### config.mk
export PLATFORM = sky130hd
export DESIGN_NAME = regfile_wb_arbiter
export DESIGN_NICKNAME = d
export VERILOG_FILES = /design/src/rtl/regfile_wb_arbiter.sv
export SDC_FILE = /design/constraint.sdc
export NUM_CORES = 1
export LEC_CHECK = 0
export BUFFER_PORTS_ARGS = -buffer_cell sky130_fd_sc_hd__buf_2
export CORE_MARGIN = 4
export CORE_UTILIZATION = 58
export DETAILED_ROUTE_END_ITERATION = 8
export PLACE_DENSITY_LB_ADDON = 0.05
export SLEW_MARGIN = 15
export SYNTH_ARGS = -nofsm -noshare
export SYNTH_HDL_FRONTEND = slang
export SYNTH_SLANG_ARGS = --single-unit
### constraint.sdc
create_clock -name clk -period 3.3 [get_ports clk]
set_input_delay 0.165 -clock clk [delete_from_list [all_inputs] [get_ports clk]]
set_output_delay 0.165 -clock clk [all_outputs]
set_load 0.02 [all_outputs]
### src/rtl/regfile_wb_arbiter.sv
// Round-robin writeback arbiter for three producers (ALU, FPU, MEM) feeding a
// shared int/float register-file write port, plus a 64-entry busy scoreboard.
module regfile_wb_arbiter #(
  parameter int unsigned PRIO_RESET = 0
) (
  input  logic        clk,
  input  logic        rstn,
  input  logic [2:0]  wb_valid,
  output logic [2:0]  wb_ready,
  input  logic [2:0]  wb_fmode,
  input  logic [14:0] wb_reg,
  input  logic [95:0] wb_data,
  output logic        wenable,
  output logic        wfmode,
  output logic [4:0]  wreg,
  output logic [31:0] wdata,
  input  logic        issue_valid,
  input  logic        issue_fmode,
  input  logic [4:0]  issue_reg,
  output logic        issue_stall,
  input  logic        rfmode1,
  input  logic        rfmode2,
  input  logic [4:0]  rreg1,
  input  logic [4:0]  rreg2,
  output logic        busy1,
  output logic        busy2
);

  localparam int unsigned RW  = 5;
  localparam int unsigned DW  = 32;
  localparam int unsigned SBW = 64;
  // Pointer starts one behind the reset-priority requester so it is searched first.
  localparam logic [1:0] LAST_RST = 2'((PRIO_RESET + 32'd2) % 32'd3);

  logic [1:0]     last_grant_q, last_grant_d;
  logic           wenable_q, wenable_d;
  logic           wfmode_q, wfmode_d;
  logic [RW-1:0]  wreg_q, wreg_d;
  logic [DW-1:0]  wdata_q, wdata_d;
  logic [SBW-1:0] sb_q, sb_d;

  logic [1:0]    c0, c1, c2;
  logic [1:0]    gnt_idx;
  logic [2:0]    gnt_oh;
  logic          hs;
  logic          sel_fm;
  logic [RW-1:0] sel_reg;
  logic [DW-1:0] sel_data;
  logic          issue_x0;
  logic          issue_acc;

  function automatic logic [1:0] rr_next(input logic [1:0] i);
    return (i == 2'd2) ? 2'd0 : i + 2'd1;
  endfunction

  // Round-robin search starting after the last granted requester.
  always_comb begin
    c0      = rr_next(last_grant_q);
    c1      = rr_next(c0);
    c2      = rr_next(c1);
    gnt_idx = 2'd0;
    gnt_oh  = 3'b000;
    hs      = 1'b0;
    if (wb_valid[c0]) begin
      gnt_idx = c0;
      hs      = 1'b1;
    end else if (wb_valid[c1]) begin
      gnt_idx = c1;
      hs      = 1'b1;
    end else if (wb_valid[c2]) begin
      gnt_idx = c2;
      hs      = 1'b1;
    end
    if (hs) begin
      gnt_oh[gnt_idx] = 1'b1;
    end
  end

  always_comb begin
    sel_fm   = wb_fmode[0];
    sel_reg  = wb_reg[4:0];
    sel_data = wb_data[31:0];
    case (gnt_idx)
      2'd1: begin
        sel_fm   = wb_fmode[1];
        sel_reg  = wb_reg[9:5];
        sel_data = wb_data[63:32];
      end
      2'd2: begin
        sel_fm   = wb_fmode[2];
        sel_reg  = wb_reg[14:10];
        sel_data = wb_data[95:64];
      end
      default: ;
    endcase
  end

  assign issue_x0    = !issue_fmode && (issue_reg == 5'd0);
  assign issue_stall = sb_q[{issue_fmode, issue_reg}] && !issue_x0;
  assign issue_acc   = issue_valid && !issue_stall && !issue_x0;
  assign busy1       = sb_q[{rfmode1, rreg1}];
  assign busy2       = sb_q[{rfmode2, rreg2}];
  assign wb_ready    = rstn ? gnt_oh : 3'b000;

  // Next-state: writeback port load/hold and scoreboard clear-then-set (set wins).
  always_comb begin
    last_grant_d = last_grant_q;
    wenable_d    = 1'b0;
    wfmode_d     = wfmode_q;
    wreg_d       = wreg_q;
    wdata_d      = wdata_q;
    sb_d         = sb_q;
    if (hs) begin
      last_grant_d = gnt_idx;
      wenable_d    = sel_fm || (sel_reg != 5'd0);
      wfmode_d     = sel_fm;
      wreg_d       = sel_reg;
      wdata_d      = sel_data;
    end
    if (wenable_q) begin
      sb_d[{wfmode_q, wreg_q}] = 1'b0;
    end
    if (issue_acc) begin
      sb_d[{issue_fmode, issue_reg}] = 1'b1;
    end
  end

  always_ff @(posedge clk or negedge rstn) begin
    if (!rstn) begin
      last_grant_q <= LAST_RST;
      wenable_q    <= 1'b0;
      wfmode_q     <= 1'b0;
      wreg_q       <= '0;
      wdata_q      <= '0;
      sb_q         <= '0;
    end else begin
      last_grant_q <= last_grant_d;
      wenable_q    <= wenable_d;
      wfmode_q     <= wfmode_d;
      wreg_q       <= wreg_d;
      wdata_q      <= wdata_d;
      sb_q         <= sb_d;
    end
  end

  assign wenable = wenable_q;
  assign wfmode  = wfmode_q;
  assign wreg    = wreg_q;
  assign wdata   = wdata_q;

endmodule

==> out/summary.txt <==
CRITICAL PATH
---------------------------------------------------------------------------------------
Setup slack, reg-to-reg ..................................................      0.78 ns
Crit-path max cell delay .................................................      0.66 ns
Cells on worst reg2reg path ..............................................           10
Crit start category ......................................................     register
Critical Path Fanout Max .................................................           21
Slowest cell on crit path ................................................         ha_1
Worst EP required ........................................................      3.13 ns
Endpoint type of the worst setup path .................................... primary output
R2R Path Start ........................................................... last_grant_q[1]
Kind of cell with the highest combined delay on the critical path ........  adder cells
Type of the worst setup path .............................................   reg -> out
Crit Reg-Reg Endpoint ....................................................    wdata[26]
Worst path arrival time ..................................................      2.66 ns
CP Buf/Inv Count .........................................................            3
Cell-by-cell listing of the critical path ................................ nor2b_1 > o22ai_1 > nand2_1 > inv_1 > ha_1 > buf_4 > and3_1 > buf_2

FINISH
---------------------------------------------------------------------------------------
N_diodes .................................................................            0
Number of standard cells in the layout, taps in and fillers out ..........          992
Fin util .................................................................        71.1%
Area delta synth->final ..................................................        17.6%
Number of nets in the finished design ....................................          989
Share of cells above drive strength 1 ....................................        31.2%

FLOORPLANNING
---------------------------------------------------------------------------------------
Core ar. .................................................................    11100 µm²
Die X ....................................................................       115 µm
Starting density of the core .............................................        60.5%
Floorplan row count ......................................................           38
Area of the die ..........................................................    13300 µm²
Number of I/O pins .......................................................          183
Die Height ...............................................................       115 µm

YOSYS
---------------------------------------------------------------------------------------
Synth top area share .....................................................        38.9%
Count of synthesis-stage warnings from yosys .............................            0
Number of enable-type register cells in the synthesized netlist ..........            0
Cell count after synthesis ...............................................          703
Syn_nets .................................................................          844
Most common library cells after synthesis ................................ o21ai_0, dfrtp_1, nand2_1
Sequential share of the synthesized area .................................        39.2%
Cell accounting for the most synthesized area ............................      dfrtp_1
Mapped cell area .........................................................     6700 µm²
Async set-or-reset flop fraction in the synthesized netlist ..............         100%
Leading cell type by number of instances after synthesis .................      o21ai_0
Biggest area contributors in the synthesized netlist ..................... dfrtp_1, o21ai_0, mux4_2
Mean cell area of the mapped netlist .....................................     9.53 µm²
Netlist cell types .......................................................           54
Flip-flop and latch count after synthesis ................................          105
Flip-flop cell with the highest count after synthesis ....................      dfrtp_1

CLOCK NETWORK
---------------------------------------------------------------------------------------
Inserted Clock Buffers ...................................................            9
Count of cells resized by post-cts repair ................................            0
Cell at the root of the clock tree .......................................    clkbuf_16
Clock Pin Slew Worst Setup and Hold Paths ................................      0.08 ns
Clk_lat worst skew .......................................................      0.36 ns
Clock tree from TritonCTS ................................................        built
Number of clock sinks seen by CTS ........................................          105
Number of buffers inserted to repair setup after CTS .....................            0
Total of hold buffers inserted after clock tree synthesis ................            1
H-Tree Depth .............................................................            3
Number of buffers on the longest clock path ..............................            2

DETAILED ROUTING
---------------------------------------------------------------------------------------
Vias per cell ............................................................         6.79
Remaining antenna violation count after routing ..........................            0
Total routed wirelength ..................................................     22100 µm
TritonRoute pass-1 iters .................................................            5
Routed length per placed instance ........................................      22.3 µm
Routed via count .........................................................         6731
Number of violations reported at the end of detailed-routing iteration 0 .          824
Remaining DRCs ...........................................................            0

GLOBAL ROUTE
---------------------------------------------------------------------------------------
Number of global-route vias before repair ................................         6571
GRT Overall Usage ........................................................        33.8%
First-pass GRT wire length ...............................................     35000 µm
Maximum number of pins on one net before global-route repair .............           54
Overflow left after global routing .......................................            0
Antenna violations before repair .........................................            0

WORST HOLD PATH
---------------------------------------------------------------------------------------
Endpoint with the worst hold slack .......................................     wdata[4]
WHS Path Cells ...........................................................            3
Path class of the lowest-slack min-delay path ............................    in -> reg
HP Start .................................................................   wb_data[4]

PWR
---------------------------------------------------------------------------------------
Ratio of total power to cell area ........................................   706 nW/µm²
Peak supply drop .........................................................     0.511 mV
Total chip power .........................................................      5.56 mW
Total leakage power ......................................................      3.32 nW

TIMING
---------------------------------------------------------------------------------------
Unrepaired setup endpoints after global routing ..........................           no
Final critical-path share of the clock period ............................        85.7%
Clock Skew ...............................................................   0.00999 ns
Post-route setup slack ...................................................     0.471 ns
Final setup violation count ..............................................            0
Rel. slew slack ..........................................................        29.9%
Clock period minus final worst setup slack ...............................      2.83 ns
Total count of hold-check failures in the final report ...................            0
Slew at the pin closest to its max-slew limit ............................      1.05 ns
Total Negative Setup Slacks ..............................................         0 ns
Number of pins exceeding their max-slew limit in the final report ........            0
Max Clock Freq ...........................................................      354 MHz

RUN STATUS
---------------------------------------------------------------------------------------
Outcome .................................................................. complete, no violations

PLACEMENT
---------------------------------------------------------------------------------------
Placed Instances .........................................................          976
Number of port buffers ...................................................          182
Post-detail-place hpwl ...................................................     16700 µm
Pre-CTS setup slack ......................................................     0.677 ns
Weighted congestion at the end of routability-driven global placement ....         1.01

RUN
---------------------------------------------------------------------------------------
# Max-Cap Violations .....................................................            0

-- worst register-to-register path: stages (launching register included) --
cell and delay (ns):
dfstp_2 0.56, nor2b_1 0.05, o22ai_1 0.10, nand2_1 0.13
inv_1 0.09, ha_1 0.66, buf_4 0.36, a22oi_1 0.10
nand2_1 0.07, o21ai_0 0.11, o21ai_0 0.20
-- power by group --
part	internal [mW]	switching [mW]
clock network	0.519	0.519
registers	1.79	0.613
logic	0.997	1.13
-- cells by family after synthesis --
| group | Yosys count | synth area share (%) |
|---|---|---|
| multiplexers | 70 | 17.8 |
| flip-flops | 105 | 39.2 |
| AO/OA/AOI/OAI | 275 | 25.0 |
| adder cells (fa/ha/maj) | 3 | 0.560 |
| buffers and inverters | 67 | 4.63 |
| AND/OR/NAND/NOR | 183 | 12.7 |
-- through the flow --
stage	instance area, µm²	hold WS (ns)
2_1_floorplan	6700	-0.131
4_1_cts	7880	0.0872
5_1_grt	7880	0.126
6_report	7880	0.0917
3_5_place_dp	7590	0.234
3_3_place_gp	7590	0.213
-- flip-flops by register name, summed over array words and instances (netlist names) --
signal,count
wreg,5
wdata,32
last_grant_q,2
wenable,1
sb_q,64
wfmode,1
-- how the worst max path moves through the flow --
stage / startpoint / end / slack (ns) / cells after the start
floorplan: last_grant_q[1] / wenable / 1.10 / 9
global placement: issue_reg[1] / sb_q[11] / 0.78 / 7
detailed placement: issue_reg[2] / sb_q[31] / 0.68 / 7
CTS: last_grant_q[1] / wb_ready[1] / 0.51 / 8
global route: last_grant_q[1] / wb_ready[1] / 0.31 / 8
finish: last_grant_q[1] / wb_ready[1] / 0.47 / 8
-- routing by layer --
metal | global-route usage (%) | routed length (µm) | up-vias
met1 | 42.6 | 8150 | 3217
met4 | 16.4 | 1000 | 0
li1 | - | - | 2947
met5 | 0 | 0 | -
met3 | 8.09 | 2300 | 95
met2 | 55.3 | 10700 | 472
-- cell type report --
class,instances,area [µm²]
sequential,105,2630
timing repair buffer,191,996
tap,140,175
fill,856,3200
multi-input combinational,531,3770
clock inverter,6,50.0
inverter,10,37.5
clock buffer,9,225
-- cell usage in the layout (no fill, tap or decap), types with 2 or more instances in the layout --
| cell type | n |
|---|---|
| a31oi_1 | 3 |
| and3_1 | 5 |
| nor2b_1 | 8 |
| o21a_1 | 2 |
| o41ai_1 | 3 |
| o32ai_1 | 6 |
| nand2_1 | 103 |
| nand3_1 | 17 |
| inv_1 | 10 |
| nand4b_1 | 3 |
| or3_1 | 2 |
| mux2i_1 | 19 |
| o31ai_1 | 22 |
| a22oi_1 | 39 |
| buf_2 | 181 |
| or2b_1 | 2 |
| or2_2 | 3 |
| buf_4 | 8 |
| mux4_2 | 38 |
| nor3b_1 | 2 |
| mux2_2 | 13 |
| clkbuf_16 | 9 |
| o21ai_0 | 171 |
| a221o_1 | 2 |
| inv_6 | 2 |
| o22ai_1 | 7 |
| nand2b_1 | 7 |
| ha_1 | 2 |
| dfrtp_1 | 104 |
| a21oi_1 | 7 |
| nor2_1 | 14 |
| nor3_1 | 2 |
| and2_1 | 3 |
| nand3b_1 | 7 |
(Power assumes the default switching activity.)
